===== src/rtl/breakout_pkg.sv =====
// ---------------------------------------------------------------------------
// breakout_pkg
//   Shared definitions for the breakout brick wall:
//     - 6-bit {B,G,R} colour constants (2 bits per channel)
//     - row_color(): colour of a brick row, in 2-row bands that wrap every 8 bands
//     - row_points(): score value of a brick row (top rows are worth the most)
//     - idx_width(): index width helper that never returns zero
// ---------------------------------------------------------------------------
package breakout_pkg;

    localparam logic [5:0] COLOR_RED     = 6'b00_00_11;
    localparam logic [5:0] COLOR_ORANGE  = 6'b00_01_11;
    localparam logic [5:0] COLOR_YELLOW  = 6'b00_11_11;
    localparam logic [5:0] COLOR_GREEN   = 6'b00_11_00;
    localparam logic [5:0] COLOR_CYAN    = 6'b11_11_00;
    localparam logic [5:0] COLOR_BLUE    = 6'b11_00_00;
    localparam logic [5:0] COLOR_MAGENTA = 6'b11_00_11;
    localparam logic [5:0] COLOR_WHITE   = 6'b11_11_11;
    localparam logic [5:0] COLOR_CRACKED = 6'b10_10_10;

    // Width of an index into n items; a single item still needs one bit.
    function automatic int idx_width(input int n);
        return (n > 1) ? $clog2(n) : 1;
    endfunction

    // Two consecutive rows share a colour band; the band sequence repeats after eight bands.
    function automatic logic [5:0] row_color(input int row);
        case ((row >> 1) % 8)
            0:       return COLOR_RED;
            1:       return COLOR_ORANGE;
            2:       return COLOR_YELLOW;
            3:       return COLOR_GREEN;
            4:       return COLOR_CYAN;
            5:       return COLOR_BLUE;
            6:       return COLOR_MAGENTA;
            default: return COLOR_WHITE;
        endcase
    endfunction

    // Bottom row pair is worth 1 point, each pair above it one more.
    function automatic int row_points(input int row, input int num_rows);
        return 1 + ((num_rows - 1 - row) >> 1);
    endfunction

endpackage


===== src/rtl/brick_field_decode.sv =====
// ---------------------------------------------------------------------------
// brick_field_decode
//   Purely combinational raster decode: maps the current pixel to a brick cell.
//   Ports:
//     hpos, vpos  in   current pixel column / line
//     in_field    out  pixel lies inside the brick field
//     row, col    out  brick cell under the pixel (meaningful when in_field)
//     mortar      out  pixel is on the last column or last line of its brick
// ---------------------------------------------------------------------------
module brick_field_decode
    import breakout_pkg::*;
#(
    parameter int NUM_ROWS     = 16,
    parameter int NUM_COLS     = 16,
    parameter int BRICK_W_LOG2 = 5,
    parameter int BRICK_H_LOG2 = 3,
    parameter int FIELD_X0     = 64,
    parameter int FIELD_Y0     = 48
)(
    input  logic [9:0]                     hpos,
    input  logic [8:0]                     vpos,
    output logic                           in_field,
    output logic [idx_width(NUM_ROWS)-1:0] row,
    output logic [idx_width(NUM_COLS)-1:0] col,
    output logic                           mortar
);

    localparam int ROW_W = idx_width(NUM_ROWS);
    localparam int COL_W = idx_width(NUM_COLS);
    // Two spare bits above the raster coordinate: one for headroom, one as the sign.
    localparam int DX_W  = 12;
    localparam int DY_W  = 11;
    localparam logic [DX_W-2:0] FIELD_W = (DX_W-1)'(NUM_COLS << BRICK_W_LOG2);
    localparam logic [DY_W-2:0] FIELD_H = (DY_W-1)'(NUM_ROWS << BRICK_H_LOG2);

    logic [DX_W-1:0] dx;
    logic [DY_W-1:0] dy;

    // Offsets relative to the field origin; pixels left of / above the field go negative
    // (top bit set) instead of wrapping around into a valid cell.
    assign dx = {2'b00, hpos} - DX_W'(FIELD_X0);
    assign dy = {2'b00, vpos} - DY_W'(FIELD_Y0);

    assign in_field = ~dx[DX_W-1] & (dx[DX_W-2:0] < FIELD_W) &
                      ~dy[DY_W-1] & (dy[DY_W-2:0] < FIELD_H);

    assign col = dx[BRICK_W_LOG2 +: COL_W];
    assign row = dy[BRICK_H_LOG2 +: ROW_W];

    // Last pixel column / last line of every brick is left dark as a mortar gap.
    assign mortar = (&dx[BRICK_W_LOG2-1:0]) | (&dy[BRICK_H_LOG2-1:0]);

endmodule


===== src/rtl/brick_field_engine.sv =====
// ---------------------------------------------------------------------------
// brick_field_engine
//   Brick-wall controller for breakout. Holds per-brick state, paints bricks from
//   the raster position, latches the first ball/brick overlap of each frame and
//   applies it (plus any requested wall refill) at the start of vertical blanking.
//   Build option: define MULTI_HIT_EN for 2-bit bricks where the top HARD_ROWS rows
//   take two hits and show a cracked colour after the first.
//   Ports:
//     clk, rst      pixel clock, asynchronous active-high reset
//     hpos, vpos    raster position; active = display active
//     frame_pulse   one-cycle pulse at start of vertical blanking
//     ball_px       ball covers the current pixel
//     level_reload  request a full wall refill at the next frame_pulse
//     draw_brick    brick pixel at (hpos,vpos), combinational
//     brick_color   {B,G,R} colour of that pixel
//     hit_valid     one-cycle pulse when a hit is applied
//     hit_row/col   cell of the last applied hit
//     score         saturating points total
//     bricks_left   bricks still present
//     level_clear   registered, high while no bricks remain
// ---------------------------------------------------------------------------
module brick_field_engine
    import breakout_pkg::*;
#(
    parameter int NUM_ROWS     = 16,
    parameter int NUM_COLS     = 16,
    parameter int BRICK_W_LOG2 = 5,
    parameter int BRICK_H_LOG2 = 3,
    parameter int FIELD_X0     = 64,
    parameter int FIELD_Y0     = 48,
    parameter int SCORE_W      = 12,
    parameter int HARD_ROWS    = 4
)(
    input  logic                                     clk,
    input  logic                                     rst,
    input  logic [9:0]                               hpos,
    input  logic [8:0]                               vpos,
    input  logic                                     active,
    input  logic                                     frame_pulse,
    input  logic                                     ball_px,
    input  logic                                     level_reload,
    output logic                                     draw_brick,
    output logic [5:0]                               brick_color,
    output logic                                     hit_valid,
    output logic [idx_width(NUM_ROWS)-1:0]           hit_row,
    output logic [idx_width(NUM_COLS)-1:0]           hit_col,
    output logic [SCORE_W-1:0]                       score,
    output logic [$clog2(NUM_ROWS*NUM_COLS+1)-1:0]   bricks_left,
    output logic                                     level_clear
);

    localparam int ROW_W  = idx_width(NUM_ROWS);
    localparam int COL_W  = idx_width(NUM_COLS);
    localparam int TOTAL  = NUM_ROWS * NUM_COLS;
    localparam int LEFT_W = $clog2(TOTAL + 1);

`ifdef MULTI_HIT_EN
    localparam int CNT_W     = 2;
    localparam bit MULTI_HIT = 1'b1;
`else
    localparam int CNT_W     = 1;
    localparam bit MULTI_HIT = 1'b0;
`endif

    // Hit count a brick starts with after reset or refill.
    function automatic logic [CNT_W-1:0] full_count(input int r);
        return (MULTI_HIT && (r < HARD_ROWS)) ? CNT_W'(2) : CNT_W'(1);
    endfunction

    logic [CNT_W-1:0] cells [NUM_ROWS][NUM_COLS];

    logic             in_field;
    logic             mortar;
    logic [ROW_W-1:0] row;
    logic [COL_W-1:0] col;
    logic [CNT_W-1:0] cur_cnt;
    logic             cracked;

    logic             pend_hit;
    logic             pend_reload;
    logic [ROW_W-1:0] pend_row;
    logic [COL_W-1:0] pend_col;
    logic [CNT_W-1:0] pend_cnt;
    logic [SCORE_W:0] score_sum;
    logic [SCORE_W-1:0] score_next;

    brick_field_decode #(
        .NUM_ROWS     (NUM_ROWS),
        .NUM_COLS     (NUM_COLS),
        .BRICK_W_LOG2 (BRICK_W_LOG2),
        .BRICK_H_LOG2 (BRICK_H_LOG2),
        .FIELD_X0     (FIELD_X0),
        .FIELD_Y0     (FIELD_Y0)
    ) u_decode (
        .hpos     (hpos),
        .vpos     (vpos),
        .in_field (in_field),
        .row      (row),
        .col      (col),
        .mortar   (mortar)
    );

    // Painting is a straight lookup of the registered wall at the decoded cell.
    // A brick in a hard row that is down to one hit shows the cracked colour.
    assign cur_cnt     = cells[row][col];
    assign draw_brick  = active & in_field & (cur_cnt != '0) & ~mortar;
    assign cracked     = MULTI_HIT && (int'(row) < HARD_ROWS) && (cur_cnt == CNT_W'(1));
    assign brick_color = cracked ? COLOR_CRACKED : row_color(int'(row));

    // Score for the pending hit; the spare top bit flags overflow so the total can saturate.
    assign pend_cnt   = cells[pend_row][pend_col];
    assign score_sum  = {1'b0, score} + (SCORE_W+1)'(row_points(int'(pend_row), NUM_ROWS));
    assign score_next = score_sum[SCORE_W] ? {SCORE_W{1'b1}} : score_sum[SCORE_W-1:0];

    // Wall state only changes on frame_pulse (vblank), so a frame is never painted
    // half-updated. During the visible frame we just collect the first overlap and any
    // reload request. At frame_pulse a pending reload beats a pending hit, and a reload
    // requested in the frame_pulse cycle itself is carried into the next frame.
    always_ff @(posedge clk or posedge rst) begin
        if (rst) begin
            for (int r = 0; r < NUM_ROWS; r++)
                for (int c = 0; c < NUM_COLS; c++)
                    cells[r][c] <= full_count(r);
            pend_hit    <= 1'b0;
            pend_reload <= 1'b0;
            pend_row    <= '0;
            pend_col    <= '0;
            hit_valid   <= 1'b0;
            hit_row     <= '0;
            hit_col     <= '0;
            score       <= '0;
            bricks_left <= LEFT_W'(TOTAL);
            level_clear <= 1'b0;
        end else begin
            hit_valid   <= 1'b0;
            level_clear <= (bricks_left == '0);
            if (frame_pulse) begin
                pend_reload <= level_reload;
                pend_hit    <= 1'b0;
                if (pend_reload) begin
                    for (int r = 0; r < NUM_ROWS; r++)
                        for (int c = 0; c < NUM_COLS; c++)
                            cells[r][c] <= full_count(r);
                    bricks_left <= LEFT_W'(TOTAL);
                    level_clear <= 1'b0;
                end else if (pend_hit && (pend_cnt != '0)) begin
                    cells[pend_row][pend_col] <= pend_cnt - CNT_W'(1);
                    hit_valid <= 1'b1;
                    hit_row   <= pend_row;
                    hit_col   <= pend_col;
                    score     <= score_next;
                    if (pend_cnt == CNT_W'(1))
                        bricks_left <= bricks_left - LEFT_W'(1);
                end
            end else begin
                if (level_reload)
                    pend_reload <= 1'b1;
                if (!pend_hit && draw_brick && ball_px) begin
                    pend_hit <= 1'b1;
                    pend_row <= row;
                    pend_col <= col;
                end
            end
        end
    end

endmodule


===== config.mk =====
export PLATFORM = sky130hd
export DESIGN_NAME = brick_field_engine
export DESIGN_NICKNAME = d
export VERILOG_FILES = /design/src/rtl/breakout_pkg.sv /design/src/rtl/brick_field_decode.sv /design/src/rtl/brick_field_engine.sv
export SDC_FILE = /design/constraint.sdc
export NUM_CORES = 1
export LEC_CHECK = 0
export CAP_MARGIN = 20
export CORE_ASPECT_RATIO = 0.6
export CORE_UTILIZATION = 55
export DETAILED_ROUTE_END_ITERATION = 16
export PLACE_DENSITY = 0.82
export SYNTH_ARGS = -nofsm -noshare
export SYNTH_HDL_FRONTEND = slang
export SYNTH_SLANG_ARGS = --single-unit

===== constraint.sdc =====
create_clock -name clk -period 27.7 [get_ports clk]
set_input_delay 6.925 -clock clk [delete_from_list [all_inputs] [get_ports clk]]
set_output_delay 6.925 -clock clk [all_outputs]
set_load 0.01 [all_outputs]

; ---- Yosys cells after proc, flatten, opt, wreduce, memory -nomap -nowiden
; Index checks and enable logic that the tools add are counted.
; W data, S select, Z words.
[classes]
n_mux = 33
add_sub_neg = 7
div = 0
bitwise = 16
n_reduce_logical = 18
n_shift = 0
eq_ne = 6
n_lt_le_gt_ge = 8
n_mul = 0
[op_table]
columns = operator, n
row1 = $mux W256, 2
row2 = $bwmux W256, 1
row3 = $bmux W16 S4, 2
row4 = $mux W16, 5
row5 = $demux W16 S4, 1
row6 = $pmux W6 S7, 1
row7 = $logic_not A32 Y1, 1
row8 = $mux W9, 3
row9 = $ge A5 B5 Y1 const B, 4
row10 = $not A4 Y5, 4
row11 = $mux W1, 14
row12 = $add A1 B13 Y13 const A, 1
row13 = $add A12 B13 Y13, 1
row14 = $mux W12, 1
row15 = $lt A11 B10 Y1 const B, 1
row16 = $sub A10 B7 Y11 const B, 1
row17 = $lt A10 B8 Y1 const B, 1
row18 = $lt A5 B1 Y1 const B, 2
row19 = $sub A9 B6 Y10 const B, 1
row20 = $eq A3 B3 Y1 const B, 3
row21 = $logic_not A9 Y1, 1
row22 = $reduce_and A3 Y1, 3
row23 = $sub A9 B1 Y9 const B, 1
row24 = $bmux W1 S4, 2
row25 = 13 further kinds, 31
[word_totals]
latch_bits = 0
in_bits = 25
memories = 0
regBits = 297
romBits = 0
ramBits = 0

; ---- Depth between registers and ports, before layout
; Gate-level depths: netlist of the first run.
[depth]
word_depth = 14
ltp_mapped = 15
ltp_nobuf = 10

; ---- Cells and area by module
; From an unflattened synthesis of the first run, not the netlist that was laid out.
[unflattened]
hier_cells = 1507
hier_area_um2 = 16764.8
[modules_own_cells]
columns = mod, cells_each, seq_area_each_um2, area_each_um2, instances
row1 = brick_field_engine, 1482, 7753.7, 16599.7, 1
row2 = brick_field_decode, 25, 0.0, 165.2, 1

; ---- Least setup slack after synthesis of the first run
; OpenSTA, ideal clock, no wires.
[synth_path]
path_kind = input-to-output
from = in vpos[4]
to = out draw_brick
path_buffers = 5
path_slack_ns = 11.019
cell_stages = 12
t_required_ns = 20.775
arrival_ns = 9.756
cell_sequence = buf_4 > buf_2 > clkinv_1 > ha_1 > buf_2 > buf_1 > buf_2 > mux4_2 > a21oi_1 > a21oi_1 > o211a_1 > and2_1
[synth_between]
elab_chain_cells = 10
[synth_lines]
columns = element, line_no
row1 = start: declaration, brick_field_engine.sv:37  ; input logic [8:0] vpos,
row2 = $sub A9 B6 Y10 (*), brick_field_decode.sv:42  ; assign dy = {2'b00, vpos} - DY_W'(FIELD_Y0);
row3 = net row[1], brick_field_engine.sv:74  ; logic [ROW_W-1:0] row;
row4 = $not A4 Y5 (implied by the code), brick_field_engine.sv:105  ; assign cur_cnt = cells[row][col];
row5 = $bmux W16 S4, brick_field_engine.sv:105
row6 = $mux W16 (implied by the code) (2 in a row), brick_field_engine.sv:105
row7 = $bmux W1 S4, brick_field_engine.sv:105
row8 = $mux W1 (implied by the code) (2 in a row), brick_field_engine.sv:105
row9 = $and A1 B1 Y1 (*) (2 in a row), brick_field_engine.sv:106  ; assign draw_brick = active & in_field & (cur_cnt != '0) & ~mortar;
row10 = end: declaration, brick_field_engine.sv:42  ; output logic draw_brick,
; The timed path passes the listed nets; every way through them passes the cells marked *. The select of a mux whose other input is x is not followed.

; ---- Final worst setup path of the first run
; Same ends and word-level chain as after synthesis.

==> summary by stage, run 1 <==
Status
The run finished with clean final reports.

Floorplan
The count of boundary I/O pins is 63. The number of placement rows is 49. The core box area is 30300 µm². The starting density of the core is 0.565. The die boundary height is 139 µm. The die width is 230 µm.

The area enclosed by the die boundary is 31900 µm².

Cells and area
In the final layout, the share of cells above drive strength 1 is 0.356. The library cell used most frequently in the layout, excluding fill and tap cells, is sky130_fd_sc_hd__dfstp_2. Fill cells in the final layout number 2288.

The count of inserted antenna diode cells is 0. In the layout the commonest cells are sky130_fd_sc_hd__dfstp_2, sky130_fd_sc_hd__o32a_1, sky130_fd_sc_hd__nor2_1. The area added between synthesis and finish is 10.4%.

The final core area utilization is 0.624. For this run, the post-layout net count is 1431.

Logic synthesis
The share of the synthesized area in compound gates (AO/OA/AOI/OAI) is 0.212. During synthesis, Yosys emitted a total of 0 warnings. The parity-gate share of the synthesized area counting xor and xnor cells is 0.00153. The fraction of synthesized area in multiplexers is 0.198. The combinational family with the most area after synthesis is compound AO/OA/AOI/OAI gates. The dominant synthesized flop cell is sky130_fd_sc_hd__dfstp_2. Dividing the synthesized area by the synthesized cell count gives 12.1 µm². Of the total synthesized cell area, the portion taken by AND, OR, NAND and NOR gates is 0.0792.

Synthesis produced 1418 cells. The adder-cell share of the synthesized area is 0.00921. The number of enable flip-flop cells after synthesis is 0. The number of nets in the synthesized netlist is 1455. In this run, synthesis produced a sequential element count of 297. The share of synthesized flip-flops with an asynchronous set or reset is 1.00.

The share of synthesized area occupied by flip-flops and latches is 0.453. The post-synthesis instance area is 17100 µm². In this run, distinct cell masters in the synthesized netlist total 66.

Route
For this run, the detailed router's first-pass iteration total came to 7. The number of vias per cell after detailed routing is 7.82. In the routed design, unresolved DRC markers number 0. The detailed-route via count is 14247. For this block, the initial DRC count from the detailed router was 2356. The sum of routed wire length over all layers is 57.3 mm. After detailed routing, the average wire length per cell comes to 31.4 µm.

The number of antenna-violating nets in the routed design is 0.

Global routing
The first-pass GRT wire length is 85.6 mm. The number of antenna violations at the first check in global routing is 2. The via count of the first global-routing pass came to 13430.

The maximum number of pins on one net before global-route repair is 174. The overall fraction of global-route tracks in use is 0.353. Global routing finished with a remaining overflow of 0.

Pwr
The total power is 1.12 mW. The analysis attributes to cell leakage a power of 6.34 nW. The maximum resistive drop on vdd is 43.8 µV. The power density over cell area is 59.4 nW/µm².

CTS
The CTS tree is built. The clock latency on the worst-skew pair is 0.58 ns. The number of hold buffers added after CTS was 0. In this run the number of H-tree levels came out at 1. The sink count of the clock tree is 297.

After clock tree synthesis, the setup repair step added 0 buffers. The number of buffers created by CTS is 28. In this run, post-CTS repair resized a total of 0 instances. The clock passes through at most 3 buffers. The clock slew at the register clock pins of the worst setup and hold paths is 0.07 ns. The tree is rooted in a sky130_fd_sc_hd__clkbuf_16.

Worst setup path
The setup path with the least slack is of type input pin to output pin. The kind of end point of the critical path is an output pin. Data arrives at the worst endpoint at 11.47 ns.

The launch point of the critical path is vpos[4]. The number of cells on the worst reg-to-reg path is 11. The worst register-to-register path begins at pend_row[3]$_DFFE_PP0P_.

Along the worst path, the maximum fanout reaches 25. In this run the register-to-register setup slack is 21.59 ns. The most critical setup path has its endpoint at draw_brick. The critical path runs through a total of 12 cells. STA classifies the critical path startpoint as an input pin.

Walking the worst path, the cells encountered are buf_2 > clkinv_1 > ha_1 > buf_4 > or3_1 > o22ai_1 > a2111oi_0 > nor4_1 > a311oi_1 > o211a_1 > and2_1 > clkdlybuf4s50_1. Together, buffers and inverters on the worst path number 4. The slowest stage cell on the critical path is sky130_fd_sc_hd__ha_1. The data required time of the worst path is 20.77 ns. The delay of the slowest critical-path stage is 0.68 ns. In this run the critical register-to-register path is captured at cells[33]$_DFFE_PP1P_. Grouping stages by cell kind, the critical path spends the most delay in buffers and inverters.

Placement
The routability congestion estimate from global placement is 1.03. The worst setup slack before clock tree synthesis is 9.60 ns. The count of buffers added on input and output ports is 62. Detailed placement ended at an HPWL of 35.2 mm.

Timing
The worst path meets setup with 9.31 ns of slack. For the pin with the worst max-slew slack, the measured transition is 1.26 ns. The headroom to the max-slew limit is 0.159. The shortest period the worst path allows is 18.39 ns.

For the final database, setup skew stands at 0.0241 ns. Setup repair after global routing left no endpoint under its margin. Dividing the final minimum period by the clock period gives 0.664. The number of pins with negative max-slew slack in the final report is 0. The highest clock frequency the design can meet is 54.4 MHz. The number of hold-slack violations in the final timing report is 0. After routing, the total negative slack on setup checks comes to 0 ns.

The number of endpoints failing setup at the final stage is 0.

Min path
The class of the tightest hold or removal check is flip-flop to flip-flop. In this run the most critical hold path is launched from hit_row[0]$_DFFE_PP0P_. Along the worst hold path, the cell count comes to 1.

Run
The tool flagged a number of max-cap violations equal to 0.
==> cell type report <==
cell class | instances | area, µm² | share of cell area
clock inverter | 14 | 214 | 0.0113
inverter | 22 | 90.1 | 0.00476
timing repair buffer | 96 | 958 | 0.0507
clock buffer | 36 | 782 | 0.0413
tap | 408 | 510 | 0.0270
sequential | 297 | 7760 | 0.410
multi-input combinational | 949 | 8600 | 0.455
==> flip-flops by register name, summed over array words and instances (netlist names), 4 cells and up <==
register / count
bricks_left: 9
cells: 256
hit_col: 4
hit_row: 4
pend_col: 4
pend_row: 4
score: 12
==> report_power, final <==
part / switching (mW) / internal [mW]
clock network: 0.179 / 0.246
logic: 0.181 / 0.0644
registers: 0.0127 / 0.440
total: 0.372 / 0.751
==> worst min path at each step <==
stage                             end  slack (ns)
4_1_cts        cells[101]$_DFFE_PP1P_        0.52
3_5_place_dp   hit_row[0]$_DFFE_PP0P_        0.50
2_1_floorplan    pend_hit$_DFFE_PP0P_        0.47
5_1_grt        cells[197]$_DFFE_PP1P_        0.53
6_report       hit_row[0]$_DFFE_PP0P_        0.51
3_3_place_gp     pend_hit$_DFFE_PP0P_        0.49
==> logic make-up (layout without fill, tap and decap cells) <==
group,Yosys count,count (layout)
XOR/XNOR,3,3
flip-flops,297,297
multiplexers,228,228
buffers and inverters,172,168
AND/OR/NAND/NOR,305,305
adder cells (fa/ha/maj),12,12
AO/OA/AOI/OAI,401,401
==> per-stage QoR <==
step,area [µm²],instances,hold WS [ns]
floorplan,17100,1418,0.472
global placement,17800,1766,0.486
detailed placement,17800,1767,0.502
CTS,18800,1817,0.517
global route,18900,1822,0.528
finish,18900,1822,0.514
==> cells in the mapped netlist, types with 4 or more instances <==
cell / number / area (µm²)
sky130_fd_sc_hd__a41oi_1: 78 / 683
sky130_fd_sc_hd__mux2_4: 7 / 105
sky130_fd_sc_hd__nor2_1: 147 / 552
sky130_fd_sc_hd__dfrtp_1: 40 / 1000
sky130_fd_sc_hd__and2_1: 6 / 37.5
sky130_fd_sc_hd__a21oi_1: 8 / 40.0
sky130_fd_sc_hd__clkbuf_1: 88 / 330
sky130_fd_sc_hd__o221ai_1: 6 / 52.6
sky130_fd_sc_hd__a211oi_1: 5 / 37.5
sky130_fd_sc_hd__mux2i_1: 102 / 1020
sky130_fd_sc_hd__a22oi_1: 42 / 315
sky130_fd_sc_hd__buf_4: 11 / 82.6
sky130_fd_sc_hd__o2111ai_1: 5 / 43.8
sky130_fd_sc_hd__dfstp_2: 257 / 6750
sky130_fd_sc_hd__buf_2: 39 / 195
sky130_fd_sc_hd__o32a_1: 153 / 1530
sky130_fd_sc_hd__nand3_1: 14 / 70.1
sky130_fd_sc_hd__nor3_1: 20 / 100
sky130_fd_sc_hd__mux4_2: 82 / 1850
sky130_fd_sc_hd__buf_6: 9 / 101
sky130_fd_sc_hd__a31oi_1: 17 / 106
sky130_fd_sc_hd__a41oi_2: 18 / 293
sky130_fd_sc_hd__a21o_1: 8 / 60.1
sky130_fd_sc_hd__ha_1: 11 / 138
sky130_fd_sc_hd__nand2_1: 66 / 248
sky130_fd_sc_hd__inv_1: 21 / 78.8
sky130_fd_sc_hd__a2111oi_0: 7 / 61.3
sky130_fd_sc_hd__nand2b_1: 15 / 93.8
sky130_fd_sc_hd__and3_1: 7 / 43.8
sky130_fd_sc_hd__nor2b_1: 11 / 68.8
sky130_fd_sc_hd__a2bb2oi_1: 4 / 35.0
sky130_fd_sc_hd__mux2_2: 37 / 417
sky130_fd_sc_hd__o22ai_1: 9 / 56.3
sky130_fd_sc_hd__o21ai_0: 20 / 100
==> routing by layer <==
| layer | global-route usage | routed length, µm |
|---|---|---|
| met1 | 0.511 | 22500 |
| met2 | 0.490 | 23700 |
| met3 | 0.135 | 9050 |
| met4 | 0.105 | 1970 |
| met5 | 0 | 27 |
No activity file was read; power rests on OpenSTA's default activity.
==> inputs of run 2 (changes only) <==
==> constraint.sdc (replaced) <==
create_clock -name clk -period 17.2 [get_ports clk]
set_input_delay 4.3 -clock clk [delete_from_list [all_inputs] [get_ports clk]]
set_output_delay 4.3 -clock clk [all_outputs]
set_load 0.01 [all_outputs]
==> run 2 against run 1 <==
  * First-iteration DRC count shrank 8.4%
  * Clock power grew 62%
  * Via count shrank 2.0%
  * Routed wire length shrank 1.4%
  * Flip-flop and latch count is the same
  * Core utilization shrank 0.17 points
  * Critical path type unchanged
  * Critical endpoint unchanged
==> summary by stage, run 2 (synthesis gave the netlist of run 1 again) <==
Status
The flow ran to the end, and the final reports show no timing, DRC or antenna violations.

CTS
The CTS tree is built. The number of clock buffers added by TritonCTS is 28. CTS placed an instance of sky130_fd_sc_hd__clkbuf_16 at the clock tree root. The later pin in the worst-skew pair is clocked with a latency of 0.58 ns. Post-CTS timing repair inserted 0 buffers for setup. CTS saw 297 sinks. The H-tree level count is 1. The total of cells resized after clock tree synthesis is 0. The clock slew at the register clock pins of the worst setup and hold paths is 0.07 ns. The longest clock path from root to sink contains 3 buffers. Buffers inserted to repair hold after CTS numbered 0.

Worst setup path
At the worst endpoint, the required time is 12.90 ns. The data arrival time at the worst-slack endpoint is 8.85 ns. The kind of end point of the critical path is an output pin. The signal on the critical path passes through buf_2 > clkinv_1 > ha_1 > buf_4 > or3_1 > o22ai_1 > a2111oi_0 > nor4_1 > a311oi_1 > o211a_1 > and2_1 > clkdlybuf4s50_1.

The startpoint type of the worst setup path is an input pin. On the worst path, the slowest cell contributes a delay of 0.68 ns. Of all nets on the critical path, the largest fanout is 25.

Among all stages on the critical path, the largest delay is contributed by sky130_fd_sc_hd__ha_1. The critical setup path kind is input pin to output pin.

Placement
The cell area after placement is 17800 µm². In this run the tool buffered the top-level ports with 62 buffer cells. The half-perimeter wire length after placement is 35.1 mm. Routability-driven placement finished with a final weighted congestion of 1.02.

Min path
The worst hold path belongs to the class flip-flop to flip-flop.

Timing
The number of pins with negative max-slew slack in the final report came to 0. The number of hold-slack violations in the final timing report came to 0. The transition time of the tightest slew-check pin is 1.22 ns. Setup violations remaining at the end of the flow were counted as 0. Clock skew on the completed layout was measured at 0.0279 ns. The shortest period the worst path allows is 13.15 ns. The sum of negative setup slack is 0 ns.

The headroom to the max-slew limit is 0.184. The highest clock frequency the design can meet is 76.1 MHz. Of the available clock period, the critical path in the final layout requires 0.764.

Setup repair after global routing left no endpoint under its margin.

Cells and area
The register with the most flip-flops in the layout has 256 of them. The final net count is 1429. More flip-flops sit in one register than any other, and that register is cells. The area added between synthesis and finish is 10.1%.

The count of inserted antenna diode cells is 0. The library cell used most frequently in the layout, excluding fill and tap cells, is sky130_fd_sc_hd__dfstp_2. The library cells used most frequently in the layout, excluding fill and tap cells, are sky130_fd_sc_hd__dfstp_2, sky130_fd_sc_hd__o32a_1, sky130_fd_sc_hd__nor2_1. The largest registers in the layout are cells (256), score (12), bricks_left (9). Of the cells placed in the final design, the portion with a size suffix greater than 1 is 0.354. The finished cells cover 18900 µm².

Floorplan
The floorplan step set the die height to 139 µm. The region available for standard cell placement spans 30300 µm². The die covers 31900 µm².

The initial utilization of the core area, before any placement, comes to 0.565. The die width is 230 µm. 63 I/O pins were placed. The number of placement rows is 49.

Route
The count of nets left with antenna violations once routing finished came out at 0. After the first detailed-routing iteration, the DRC count stood at 2159. In the routed layout, each cell is associated on average with a via count of 7.67. The first TritonRoute pass finished after 6 iterations.

Wires add up to 56.5 mm. Dividing the detail-routed wire length by the instance count gives 31.0 µm. The post-route DRC violation count is 0. The detailed router placed 13958 vias in this run.

Pwr
The reported leakage power is 6.32 nW. The maximum resistive drop on vdd is 75.1 µV. The total power is 1.80 mW. Power spread over the standard cell area amounts to 95.4 nW/µm².

Global routing
Entering global routing, the biggest net connects 174 pins. The first global-routing pass estimated 86.1 mm of wire. The number of antenna violations at the first check in global routing came to 0.

The via count of the first global-routing pass is 13617. The overall fraction of global-route tracks in use is 0.354. The overflow left after global routing is 0.

Run
The tool flagged a number of max-cap violations equal to 0.
==> run 2: cell count changes in the layout (fill, tap and decap cells not counted) <==
cell / previous run / this run
sky130_fd_sc_hd__buf_16: 4 / 2
sky130_fd_sc_hd__buf_4: 28 / 29
sky130_fd_sc_hd__clkbuf_1: 4 / 7
sky130_fd_sc_hd__clkbuf_4: 1 / 0
sky130_fd_sc_hd__clkbuf_8: 3 / 5
sky130_fd_sc_hd__clkinv_2: 5 / 4
sky130_fd_sc_hd__clkinv_8: 1 / 0
sky130_fd_sc_hd__clkinvlp_4: 3 / 1
==> run 2: metal layers <==
layer	GRT usage	vias to the layer above	wire length, µm
li1	-	5632	-
met1	0.507	7005	22300
met2	0.471	1118	22800
met3	0.160	201	9160
met4	0.123	2	2230
met5	0	-	23
==> run 2: worst paths after layout <==
path                                         endpoint                     from  cells past startpoint  slack (ns)
hold / removal                 cells[100]$_DFFE_PP1P_   cells[100]$_DFFE_PP1P_                      2        0.51
min in group asynchronous  bricks_left[2]$_DFFE_PP0P_                      rst                      2        4.36
hold reg to reg                cells[100]$_DFFE_PP1P_   cells[100]$_DFFE_PP1P_                      2        0.51
setup reg to reg                cells[36]$_DFFE_PP1P_  pend_row[3]$_DFFE_PP0P_                     11       11.02
max in group asynchronous     pend_row[1]$_DFFE_PP0P_                      rst                      3       11.24
setup / recovery                           draw_brick                  vpos[4]                     12        4.05
==> run 2: cell type report <==
cell class	count	area [µm²]
Clock buffer	41	821
Clock inverter	10	178
Fill cell	2326	11400
Inverter	22	90.1
Multi-Input combinational cell	949	8600
Sequential cell	297	7760
Tap cell	408	510
Timing Repair Buffer	94	903
==> run 2: worst max-delay path, delay by kind of cell <==
kind / cells / cell delay [ns]
buffers and inverters: 4 / 2.00
AOI/OAI and AO/OA: 4 / 1.10
adders and majority gates: 1 / 0.68
and+or+nand+nor: 3 / 0.74
==> run 2: metrics by stage <==
| stage | utilization | setup slack (ns) | hold slack (ns) | cells |
|---|---|---|---|---|
| floorplan | - | 5.12 | 0.472 | 1418 |
| global placement | 0.587 | 4.46 | 0.487 | 1766 |
| detailed placement | 0.589 | 4.31 | 0.502 | 1768 |
| CTS | 0.622 | 4.26 | 0.512 | 1819 |
| global route | 0.623 | 3.82 | 0.528 | 1821 |
| finish | 0.623 | 4.05 | 0.514 | 1821 |
==> run 2: where the power goes <==
| group | switching, mW | total (mW) | internal [mW] | leakage, nW |
|---|---|---|---|---|
| logic | 0.285 | 0.383 | 0.0971 | 2.61 |
| registers | 0.0204 | 0.729 | 0.709 | 3.23 |
| clock network | 0.284 | 0.688 | 0.405 | 0.488 |
| total | 0.590 | 1.80 | 1.21 | 6.32 |
